`src/rtl/regfile_pkg.sv`:
```
// Shared constants for the register-file arbiter: default widths, FSM encoding, requester ids.
// No logic; imported by the arbiter top and its round-robin sub-block.
// Requester id REQ_A indexes bit 0 of the request vector, REQ_B bit 1.
package regfile_pkg;

  localparam int DATA_W   = 20;
  localparam int ADDR_W   = 4;
  localparam int NUM_REGS = 10;

  typedef enum logic [1:0] {
    IDLE   = 2'd0,
    ACCESS = 2'd1,
    RESP   = 2'd2
  } state_t;

  localparam logic REQ_A = 1'b0;
  localparam logic REQ_B = 1'b1;

endpackage

```
`src/rtl/regfile_arbiter_if.sv`:
```
// Bundle of the two requester handshakes and the register-file pin group.
// master = arbiter side (drives gnt/err/rvalid/rdata and rf_* strobes).
// slave  = surrounding logic (requesters plus the register file itself).
interface regfile_arbiter_if #(
  parameter int DATA_W = regfile_pkg::DATA_W,
  parameter int ADDR_W = regfile_pkg::ADDR_W
) ();

  logic              a_req;
  logic              a_we;
  logic [ADDR_W-1:0] a_addr;
  logic [DATA_W-1:0] a_wdata;
  logic              a_gnt;
  logic              a_err;
  logic              a_rvalid;
  logic [DATA_W-1:0] a_rdata;

  logic              b_req;
  logic              b_we;
  logic [ADDR_W-1:0] b_addr;
  logic [DATA_W-1:0] b_wdata;
  logic              b_gnt;
  logic              b_err;
  logic              b_rvalid;
  logic [DATA_W-1:0] b_rdata;

  logic              rf_wr;
  logic              rf_rd;
  logic [ADDR_W-1:0] rf_address;
  logic [DATA_W-1:0] rf_in_data;
  logic [DATA_W-1:0] rf_out_data;

  modport master (
    input  a_req, a_we, a_addr, a_wdata,
    output a_gnt, a_err, a_rvalid, a_rdata,
    input  b_req, b_we, b_addr, b_wdata,
    output b_gnt, b_err, b_rvalid, b_rdata,
    output rf_wr, rf_rd, rf_address, rf_in_data,
    input  rf_out_data
  );

  modport slave (
    output a_req, a_we, a_addr, a_wdata,
    input  a_gnt, a_err, a_rvalid, a_rdata,
    output b_req, b_we, b_addr, b_wdata,
    input  b_gnt, b_err, b_rvalid, b_rdata,
    input  rf_wr, rf_rd, rf_address, rf_in_data,
    output rf_out_data
  );

endinterface

```
`src/rtl/rr_arb2.sv`:
```
// Two-way round-robin pick: on conflict the requester not granted last wins.
// Latency: combinational winner; pointer updates on the clock edge when advance=1.
// Backpressure: none; caller decides when a pick is consumed via advance.
module rr_arb2
  import regfile_pkg::*;
(
  input  logic       clk,
  input  logic       reset,
  input  logic [1:0] req,
  input  logic       advance,
  output logic       winner
);

  // Id of the most recent winner; reset to B so that A wins the first conflict.
  logic last_q;

  // Pick the winner from the current requests and the last-winner pointer.
  always_comb begin
    winner = REQ_A;
    if (req[REQ_A] && req[REQ_B]) begin
      winner = ~last_q;
    end else if (req[REQ_B]) begin
      winner = REQ_B;
    end
  end

  // Record every consumed pick, including uncontested ones.
  always_ff @(posedge clk or negedge reset) begin
    if (!reset) begin
      last_q <= REQ_B;
    end else if (advance) begin
      last_q <= winner;
    end
  end

endmodule

```
`src/rtl/regfile_arbiter.sv`:
```
// Arbitrates requesters A/B onto a single-port register file; optional perf counters via REGFILE_ARB_PERF_EN.
// Latency: gnt 1 cycle after req, write lands in the gnt cycle, read rvalid 3 cycles after req.
// Backpressure: a requester holds req until gnt; the loser is re-evaluated once the FSM is back in IDLE.
module regfile_arbiter
  import regfile_pkg::*;
#(
  parameter int DATA_W   = regfile_pkg::DATA_W,
  parameter int ADDR_W   = regfile_pkg::ADDR_W,
  parameter int NUM_REGS = regfile_pkg::NUM_REGS
) (
  input  logic                 clk,
  input  logic                 reset,
  regfile_arbiter_if.master    bus,
  output logic                 busy,
  output logic [15:0]          cnt_a_gnt,
  output logic [15:0]          cnt_b_gnt,
  output logic [15:0]          cnt_conflict
);

  state_t            state_q;
  state_t            state_d;

  logic              cmd_we;
  logic [ADDR_W-1:0] cmd_addr;
  logic [DATA_W-1:0] cmd_wdata;
  logic              cmd_id;
  logic              cmd_oor;

  logic [1:0]        req;
  logic              winner;
  logic              advance;

  logic              a_rvalid_q;
  logic              b_rvalid_q;
  logic [DATA_W-1:0] a_rdata_q;
  logic [DATA_W-1:0] b_rdata_q;

  assign req     = {bus.b_req, bus.a_req};
  assign advance = (state_q == IDLE) && (|req);
  assign cmd_oor = (int'(cmd_addr) >= NUM_REGS);

  rr_arb2 u_rr_arb2 (
    .clk     (clk),
    .reset   (reset),
    .req     (req),
    .advance (advance),
    .winner  (winner)
  );

  // FSM state register.
  always_ff @(posedge clk or negedge reset) begin
    if (!reset) begin
      state_q <= IDLE;
    end else begin
      state_q <= state_d;
    end
  end

  // Next state: reads take a RESP cycle, writes and rejected accesses return straight to IDLE.
  always_comb begin
    state_d = state_q;
    case (state_q)
      IDLE:    if (|req) state_d = ACCESS;
      ACCESS:  state_d = (cmd_oor || cmd_we) ? IDLE : RESP;
      RESP:    state_d = IDLE;
      default: state_d = IDLE;
    endcase
  end

  // Latch the winner's command in IDLE; other requesters' inputs are ignored until the next IDLE.
  always_ff @(posedge clk or negedge reset) begin
    if (!reset) begin
      cmd_id    <= REQ_A;
      cmd_we    <= 1'b0;
      cmd_addr  <= '0;
      cmd_wdata <= '0;
    end else if (advance) begin
      cmd_id <= winner;
      if (winner == REQ_B) begin
        cmd_we    <= bus.b_we;
        cmd_addr  <= bus.b_addr;
        cmd_wdata <= bus.b_wdata;
      end else begin
        cmd_we    <= bus.a_we;
        cmd_addr  <= bus.a_addr;
        cmd_wdata <= bus.a_wdata;
      end
    end
  end

  // Decode grants and register-file strobes from the registered state only.
  always_comb begin
    bus.a_gnt      = 1'b0;
    bus.a_err      = 1'b0;
    bus.b_gnt      = 1'b0;
    bus.b_err      = 1'b0;
    bus.rf_wr      = 1'b0;
    bus.rf_rd      = 1'b0;
    bus.rf_address = '0;
    bus.rf_in_data = '0;
    busy           = (state_q != IDLE);
    if (state_q == ACCESS) begin
      if (cmd_id == REQ_B) begin
        bus.b_gnt = 1'b1;
        bus.b_err = cmd_oor;
      end else begin
        bus.a_gnt = 1'b1;
        bus.a_err = cmd_oor;
      end
      bus.rf_address = cmd_addr;
      if (!cmd_oor) begin
        if (cmd_we) begin
          bus.rf_wr      = 1'b1;
          bus.rf_in_data = cmd_wdata;
        end else begin
          bus.rf_rd = 1'b1;
        end
      end
    end
  end

  // Capture read data in RESP and pulse the owner's rvalid in the following cycle.
  always_ff @(posedge clk or negedge reset) begin
    if (!reset) begin
      a_rvalid_q <= 1'b0;
      b_rvalid_q <= 1'b0;
      a_rdata_q  <= '0;
      b_rdata_q  <= '0;
    end else begin
      a_rvalid_q <= 1'b0;
      b_rvalid_q <= 1'b0;
      if (state_q == RESP) begin
        if (cmd_id == REQ_B) begin
          b_rvalid_q <= 1'b1;
          b_rdata_q  <= bus.rf_out_data;
        end else begin
          a_rvalid_q <= 1'b1;
          a_rdata_q  <= bus.rf_out_data;
        end
      end
    end
  end

  assign bus.a_rvalid = a_rvalid_q;
  assign bus.b_rvalid = b_rvalid_q;
  assign bus.a_rdata  = a_rdata_q;
  assign bus.b_rdata  = b_rdata_q;

`ifdef REGFILE_ARB_PERF_EN
  logic [15:0] cnt_a_q;
  logic [15:0] cnt_b_q;
  logic [15:0] cnt_c_q;

  // Saturating grant and conflict counters; a conflict is an IDLE cycle with both requests high.
  always_ff @(posedge clk or negedge reset) begin
    if (!reset) begin
      cnt_a_q <= '0;
      cnt_b_q <= '0;
      cnt_c_q <= '0;
    end else begin
      if (bus.a_gnt && (cnt_a_q != 16'hFFFF)) cnt_a_q <= cnt_a_q + 16'd1;
      if (bus.b_gnt && (cnt_b_q != 16'hFFFF)) cnt_b_q <= cnt_b_q + 16'd1;
      if ((state_q == IDLE) && (&req) && (cnt_c_q != 16'hFFFF)) cnt_c_q <= cnt_c_q + 16'd1;
    end
  end

  assign cnt_a_gnt    = cnt_a_q;
  assign cnt_b_gnt    = cnt_b_q;
  assign cnt_conflict = cnt_c_q;
`else
  assign cnt_a_gnt    = '0;
  assign cnt_b_gnt    = '0;
  assign cnt_conflict = '0;
`endif

endmodule
```
`src/flat_wrapper.sv`:
```
// flat-port wrapper written by rule: the top's interface ports become plain ports
module regfile_arbiter_flat import regfile_pkg::*;
#(
  parameter int DATA_W   = regfile_pkg::DATA_W,
  parameter int ADDR_W   = regfile_pkg::ADDR_W,
  parameter int NUM_REGS = regfile_pkg::NUM_REGS
)
  (clk, reset, busy, cnt_a_gnt, cnt_b_gnt, cnt_conflict, bus_a_req, bus_a_we, bus_a_addr, bus_a_wdata, bus_a_gnt, bus_a_err, bus_a_rvalid, bus_a_rdata, bus_b_req, bus_b_we, bus_b_addr, bus_b_wdata, bus_b_gnt, bus_b_err, bus_b_rvalid, bus_b_rdata, bus_rf_wr, bus_rf_rd, bus_rf_address, bus_rf_in_data, bus_rf_out_data);
  regfile_arbiter_if #(.DATA_W(DATA_W), .ADDR_W(ADDR_W)) bus_i ();
  input  logic clk;
  input  logic reset;
  output logic busy;
  output logic [15:0] cnt_a_gnt;
  output logic [15:0] cnt_b_gnt;
  output logic [15:0] cnt_conflict;
  input wire logic [$bits(bus_i.a_req)-1:0] bus_a_req;
  input wire logic [$bits(bus_i.a_we)-1:0] bus_a_we;
  input wire logic [$bits(bus_i.a_addr)-1:0] bus_a_addr;
  input wire logic [$bits(bus_i.a_wdata)-1:0] bus_a_wdata;
  output wire logic [$bits(bus_i.a_gnt)-1:0] bus_a_gnt;
  output wire logic [$bits(bus_i.a_err)-1:0] bus_a_err;
  output wire logic [$bits(bus_i.a_rvalid)-1:0] bus_a_rvalid;
  output wire logic [$bits(bus_i.a_rdata)-1:0] bus_a_rdata;
  input wire logic [$bits(bus_i.b_req)-1:0] bus_b_req;
  input wire logic [$bits(bus_i.b_we)-1:0] bus_b_we;
  input wire logic [$bits(bus_i.b_addr)-1:0] bus_b_addr;
  input wire logic [$bits(bus_i.b_wdata)-1:0] bus_b_wdata;
  output wire logic [$bits(bus_i.b_gnt)-1:0] bus_b_gnt;
  output wire logic [$bits(bus_i.b_err)-1:0] bus_b_err;
  output wire logic [$bits(bus_i.b_rvalid)-1:0] bus_b_rvalid;
  output wire logic [$bits(bus_i.b_rdata)-1:0] bus_b_rdata;
  output wire logic [$bits(bus_i.rf_wr)-1:0] bus_rf_wr;
  output wire logic [$bits(bus_i.rf_rd)-1:0] bus_rf_rd;
  output wire logic [$bits(bus_i.rf_address)-1:0] bus_rf_address;
  output wire logic [$bits(bus_i.rf_in_data)-1:0] bus_rf_in_data;
  input wire logic [$bits(bus_i.rf_out_data)-1:0] bus_rf_out_data;
  assign bus_i.a_req = bus_a_req;
  assign bus_i.a_we = bus_a_we;
  assign bus_i.a_addr = bus_a_addr;
  assign bus_i.a_wdata = bus_a_wdata;
  assign bus_a_gnt = bus_i.a_gnt;
  assign bus_a_err = bus_i.a_err;
  assign bus_a_rvalid = bus_i.a_rvalid;
  assign bus_a_rdata = bus_i.a_rdata;
  assign bus_i.b_req = bus_b_req;
  assign bus_i.b_we = bus_b_we;
  assign bus_i.b_addr = bus_b_addr;
  assign bus_i.b_wdata = bus_b_wdata;
  assign bus_b_gnt = bus_i.b_gnt;
  assign bus_b_err = bus_i.b_err;
  assign bus_b_rvalid = bus_i.b_rvalid;
  assign bus_b_rdata = bus_i.b_rdata;
  assign bus_rf_wr = bus_i.rf_wr;
  assign bus_rf_rd = bus_i.rf_rd;
  assign bus_rf_address = bus_i.rf_address;
  assign bus_rf_in_data = bus_i.rf_in_data;
  assign bus_i.rf_out_data = bus_rf_out_data;
  regfile_arbiter #(.DATA_W(DATA_W), .ADDR_W(ADDR_W), .NUM_REGS(NUM_REGS)) u_core (.clk(clk), .reset(reset), .bus(bus_i), .busy(busy), .cnt_a_gnt(cnt_a_gnt), .cnt_b_gnt(cnt_b_gnt), .cnt_conflict(cnt_conflict));
endmodule
```
`config.mk`:
```
export PLATFORM = sky130hd
export DESIGN_NAME = regfile_arbiter_flat
export DESIGN_NICKNAME = d
export VERILOG_FILES = /design/src/rtl/regfile_pkg.sv /design/src/rtl/regfile_arbiter_if.sv /design/src/rtl/rr_arb2.sv /design/src/rtl/regfile_arbiter.sv /design/src/flat_wrapper.sv
export SDC_FILE = /design/constraint.sdc
export NUM_CORES = 1
export LEC_CHECK = 0
export CORE_MARGIN = 2
export CORE_UTILIZATION = 39
export CTS_CLUSTER_SIZE = 12
export DETAILED_ROUTE_END_ITERATION = 10
export GPL_TIMING_DRIVEN = 0
export PLACE_DENSITY_LB_ADDON = 0.08
export SKIP_CTS_REPAIR_TIMING = 1
export SLEW_MARGIN = 20
export SYNTH_ARGS = -nofsm -noshare
export SYNTH_HDL_FRONTEND = slang
export SYNTH_SLANG_ARGS = --single-unit
```
`constraint.sdc`:
```
create_clock -name clk -period 1.82 [get_ports clk]
set_input_delay 0.364 -clock clk [delete_from_list [all_inputs] [get_ports clk]]
set_output_delay 0.364 -clock clk [all_outputs]
set_load 0.01 [all_outputs]
```
==> reports/metrics.cfg, run 1 <==
[routing]
wirelength_mm = 8.01
drtAntennaViolNets = 0
vias_per_cell = 4.31
vias = 2553
drt_iter0_drc = 33
drc = 0
post_drt_wl_per_cell_um = 13.5
first_pass_iters = 4

[sta]
max_slew_margin_pct = 66.6
layout_setup_ws_ns = -0.175
period_minus_slack_ns = 2.00
finalCritPeriodShare_pct = 110
slew_violations = 0
hold_violations = 0
rsz0062_at_grt = yes
worstMarginPinSlew_ns = 0.501
fmax_mhz = 501
setup_viol = 23
finClkSkew_ns = 0.00678
fin_setup_tns_ns = -2.62

[clocking]
cts_tree = built
cts_buffer_depth = 2
clkSinkCount = 71
clockRootBuffer = clkbuf_8
path_clk_slew_ns = 0.07
clock_latency_ns = 0.34
cts_buffers = 9
h-tree-depth = 3

[power_and_ir_drop]
vdd_drop_max_uv = 741
switchingPower_mw = 2.53
p_comb_share_pct = 50.1
p_int_mw = 5.58
p_per_area_nw_per_um2 = 1430
swShare_pct = 31.2
power.share.clock_pct = 15.3
power.total_mw = 8.10
sequentialPowerShare_pct = 34.6
leakage_nw = 2.76

[finish]
diodes = 0
nNetsFinal = 553
final_area_sq_um = 5670
area_growth_pct = 58.3
drive_above_1_share_pct = 44.4
utilization_pct = 64.4

[flow_run]
cap_violations = 0

[place]
io_buffer_count = 146
dp_hpwl_mm = 6.15
gp_congestion = 0.730
place_area_sq_um = 5370

[global_routing]
grt_pass1_vias = 2487
grt_overflow = 0
grt_use_total_pct = 16.2
grt_start_max_net_pins = 38
grt_pass1_wl_mm = 12.4
antenna_found_initial = 0

[yosys]
synth_edf_count = 0
yosysTopAreaCellShare_pct = 48.9
ys_top_cells_by_count = mux2_2 (71), dfrtp_1 (70), buf_4 (48)
synth_area_leader_cell = dfrtp_1
synthFlopType = dfrtp_1
syn_inst = 267
async_flop_share_pct = 100
ys_warn_count = 0
synth.most_common_cell = mux2_2
ys_ff_latch = 71
synthTopCellsByArea = dfrtp_1 (49%), mux2_2 (22%), buf_4 (10%), mux2_4 (8.0%), and2_1 (4.4%)
yosysSeqAreaShare_pct = 49.7
netlist_area_sq_um = 3580
avgSynthCellArea_sq_um = 13.4
yosys.cell_types.count = 26

[die]
die_w_um = 99.8
chipHeight_um = 99.8
die_area_sq_um = 9960
num_rows = 34
core_area_sq_um = 8810
start_util_pct = 40.7
ios = 195

[critical_path]
cp.required_ns = 1.46
crit_type = reg2out
start_kind = register
critPathMaxFanout = 5
r2r_slack_ns = 0.11
critPathCaptureType = primary output
crit_arrival_ns = 1.63

[hold_path]
worstHoldPathType = reg2reg

[run_status]
outcome = finished, violations left
violations = setup timing

power groups by stage:
stage | sequential (mW) | clock (mW) | combinational (mW)
after global placement | 2.77 | 0 | 3.84
after global routing | 2.92 | 1.36 | 4.36
after floorplan | 2.96 | 0 | 1.79
after CTS | 2.78 | 1.29 | 3.91
final | 2.80 | 1.24 | 4.06
after detailed placement | 2.81 | 0 | 3.90
placed cells by master (no fill, tap or decap), types with 2 or more instances in the layout:
cell type	n
nor2_1	4
conb_1	48
dfrtp_1	69
dlymetal6s2s_1	5
clkinvlp_4	2
buf_2	16
buf_6	18
inv_6	2
clkbuf_2	2
mux2_2	71
o21ai_2	2
and2_4	11
inv_1	3
buf_8	3
mux2_4	19
clkbuf_8	9
and2_1	14
buf_4	52
clkdlybuf4s50_1	115
worst max-delay path, cell delays in order, from the launching register on:
cell,delay (ns)
dfrtp_2,0.44
nor2_1,0.25
inv_1,0.10
clkdlybuf4s50_1,0.50
metrics by stage:
stage                     std cells  worst slack [ns]  hold slack [ns]
final                           592            -0.175            0.481
after global routing            592            -0.287            0.506
after CTS                       585             -1.12          -0.0391
after detailed placement        569            -0.721            0.349
after global placement          568             -2.13            0.458
after floorplan                 314             0.117           0.0684
per-layer routing:
metal / global-route usage (%) / part of all wire, % / up-vias
met5: 0 / 0 / -
met4: 4.43 / 1.0 / 0
met3: 8.64 / 11 / 8
met2: 26.6 / 48 / 120
met1: 18.4 / 40 / 1196
li1: - / - / 1229
cells by family after synthesis:
kind of cell | count (synthesis) | share of synthesized area [%]
flops | 71 | 49.7
mux | 90 | 30.3
simple gates | 37 | 6.15
compound gates | 6 | 1.22
other cells | 1 | 0.105
buf+inv | 62 | 12.6
final timing paths:
kind                                      endpoint               from  cells after the start
max in group asynchronous  u_core.u_rr_arb2.last_q              reset                      3
max reg2reg                 u_core.bus.a_rdata[17]      u_core.cmd_id                      3
max                                           busy  u_core.state_q[1]                      3
min in group asynchronous   u_core.bus.a_rdata[16]              reset                      2
min reg2reg                      u_core.state_q[1]      u_core.cmd_we                      1
min                              u_core.state_q[1]      u_core.cmd_we                      1
registers in the layout, indices dropped and copies added (netlist names):
register,count
u_core.bus.a_rvalid,1
u_core.bus.b_rvalid,1
u_core.u_rr_arb2.last_q,1
u_core.cmd_wdata,20
u_core.cmd_addr,4
u_core.cmd_id,1
u_core.state_q,2
u_core.bus.a_rdata,20
u_core.cmd_we,1
u_core.bus.b_rdata,20
cell type report:
cell class                      instances  area (sq um)
Tap cell                              108           135
Clock buffer                           10           128
Clock inverter                          6          67.6
Fill cell                             716          3140
Multi-Input combinational cell        181          1580
Timing Repair Buffer                  154          1510
Sequential cell                        71          1780
Buffer                                 59           458
Inverter                                3          11.3
No activity file was read; power rests on OpenSTA's default activity.
==> inputs of run 2 (changes only) <==
Settings changed: GPL_TIMING_DRIVEN 0 to unset.
==> reports/metrics.cfg, run 2 (synthesis gave the netlist of run 1 again) <==
[routing]
vias_per_cell = 4.43  ; +2.7%
wirelength_mm = 8.15  ; +1.7%
drtAntennaViolNets = 0  ; unchanged
vias = 2449  ; -4.1%
drc = 0  ; unchanged
post_drt_wl_per_cell_um = 14.7  ; +8.8%
first_pass_iters = 4  ; unchanged
drt_iter0_drc = 16  ; -52%

[die]
ios = 195  ; unchanged
die_w_um = 99.8  ; unchanged
core_area_sq_um = 8810  ; unchanged
die_area_sq_um = 9960  ; unchanged
num_rows = 34  ; unchanged
chipHeight_um = 99.8  ; unchanged
start_util_pct = 40.7  ; unchanged

[critical_path]
cpPeakStageDelay_ns = 0.41  ; -0.09 ns
cp-startpoint = u_core.cmd_addr[2]
critPathMaxFanout = 5  ; unchanged
cp.required_ns = 1.46  ; about the same
start_kind = register
crit_arrival_ns = 1.60  ; -0.03 ns
crit_chain = o21ai_2 -> and3_4 -> buf_12 -> and2_1 -> dlymetal6s2s_1
r2r_slack_ns = 0.14  ; +0.03 ns
crit_type = reg2out
critPathCaptureType = primary output
r2r-start = u_core.u_rr_arb2.last_q
cpMaxStageDelayCell = dfrtp_1

[finish]
fin_cells = 553  ; -6.6%
mostFrequentLayoutCell = clkdlybuf4s50_1
final_cell_mix = clkdlybuf4s50_1 (114), mux2_2 (71), dfrtp_1 (70)
area_growth_pct = 55.1
drive_above_1_share_pct = 40.9  ; -3.5 points
final_area_sq_um = 5550  ; -2.0%
num-fill-cells = 707  ; -1.3%
diodes = 0  ; unchanged
nNetsFinal = 514  ; -7.1%

[place]
dp_hpwl_mm = 5.79  ; -5.9%
io_buffer_count = 146  ; unchanged
gp_congestion = 0.722  ; -1.2%
place_area_sq_um = 5140  ; -4.2%
dpl.cell_count = 531  ; -6.7%

[sta]
finClkSkew_ns = 0.0122  ; +0.00543 ns
slew_violations = 0  ; unchanged
period_minus_slack_ns = 1.96  ; -0.0314 ns
hold_ws_ns = 0.448  ; -0.0336 ns
setup_viol = 21  ; -8.7%
fmax_mhz = 509  ; +1.6%
hold_violations = 0  ; unchanged
finalCritPeriodShare_pct = 108  ; -1.7 points
layout_setup_ws_ns = -0.144  ; +0.0314 ns
rsz0062_at_grt = yes

[global_routing]
grt_use_total_pct = 15.6  ; -0.56 points
grt_overflow = 0  ; unchanged
antenna_found_initial = 0  ; unchanged
grt_pass1_vias = 2483  ; -0.16%
grt_start_max_net_pins = 33  ; -13%
grt_pass1_wl_mm = 12.2  ; -1.6%

[clocking]
path_clk_slew_ns = 0.08  ; about the same
clockRootBuffer = clkbuf_8
cts_buffers = 9  ; unchanged
h-tree-depth = 3  ; unchanged
clock_latency_ns = 0.34  ; about the same
cts_tree = built
clkSinkCount = 71  ; unchanged
cts_buffer_depth = 2  ; unchanged

[flow_run]
cap_violations = 0  ; unchanged

[power_and_ir_drop]
power.total_mw = 8.47  ; +4.5%
leakage_nw = 2.64  ; -4.1%
p_per_area_nw_per_um2 = 1520  ; +6.6%
vdd_drop_max_uv = 606  ; -18%

[run_status]
violations = setup timing
outcome = finished, violations left

[hold_path]
worstHoldPathType = in2async

==> run 2: cell type report <==
cell class | instances | area, sq um | area share, %
clock buffer | 11 | 141 | 2.55
clock inverter | 5 | 56.3 | 1.01
inverter | 3 | 11.3 | 0.203
multi-input combinational | 181 | 1600 | 28.9
sequential | 71 | 1780 | 32.0
tap | 108 | 135 | 2.43
timing repair buffer | 174 | 1830 | 32.9
==> run 2: worst paths after layout <==
kind                                          end  depth (start not counted)
setup / recovery               bus_rf_in_data[16]                          5
hold / removal             u_core.bus.b_rdata[13]                          2
setup reg to reg               u_core.cmd_addr[2]                          4
hold reg to reg             u_core.bus.a_rdata[3]                          1
max in group asynchronous    u_core.cmd_wdata[19]                          3
min in group clk            u_core.bus.a_rdata[3]                          1
==> run 2: critical path: cells and delay by family (launching register included) <==
kind / cells / cell delay, ns
AO/OA/AOI/OAI: 1 / 0.16
buffers and inverters: 2 / 0.29
flip-flops: 1 / 0.41
AND/OR/NAND/NOR: 2 / 0.40
==> run 2: through the flow <==
step	setup slack [ns]	TNS (ns)	util, %
after floorplan	0.117	0	-
after global placement	-0.169	-6.24	58.4
after detailed placement	-0.209	-7.98	58.4
after CTS	-0.590	-14.54	60.7
after global routing	-0.246	-3.58	63.1
final	-0.144	-2.20	63.1
==> run 2: per-layer routing <==
metal / global-route usage [%] / share of wire, %
met3: 5.15 / 9.0
met5: 0 / 0
met1: 19.8 / 42
met2: 25.3 / 48
met4: 5.06 / 1.2
==> run 2: power breakdown <==
part / internal [mW] / switching (mW) / leakage [nW]
Sequential: 2.38 / 0.446 / 0.843
Combinational: 2.82 / 1.57 / 1.70
Clock: 0.671 / 0.575 / 0.0997
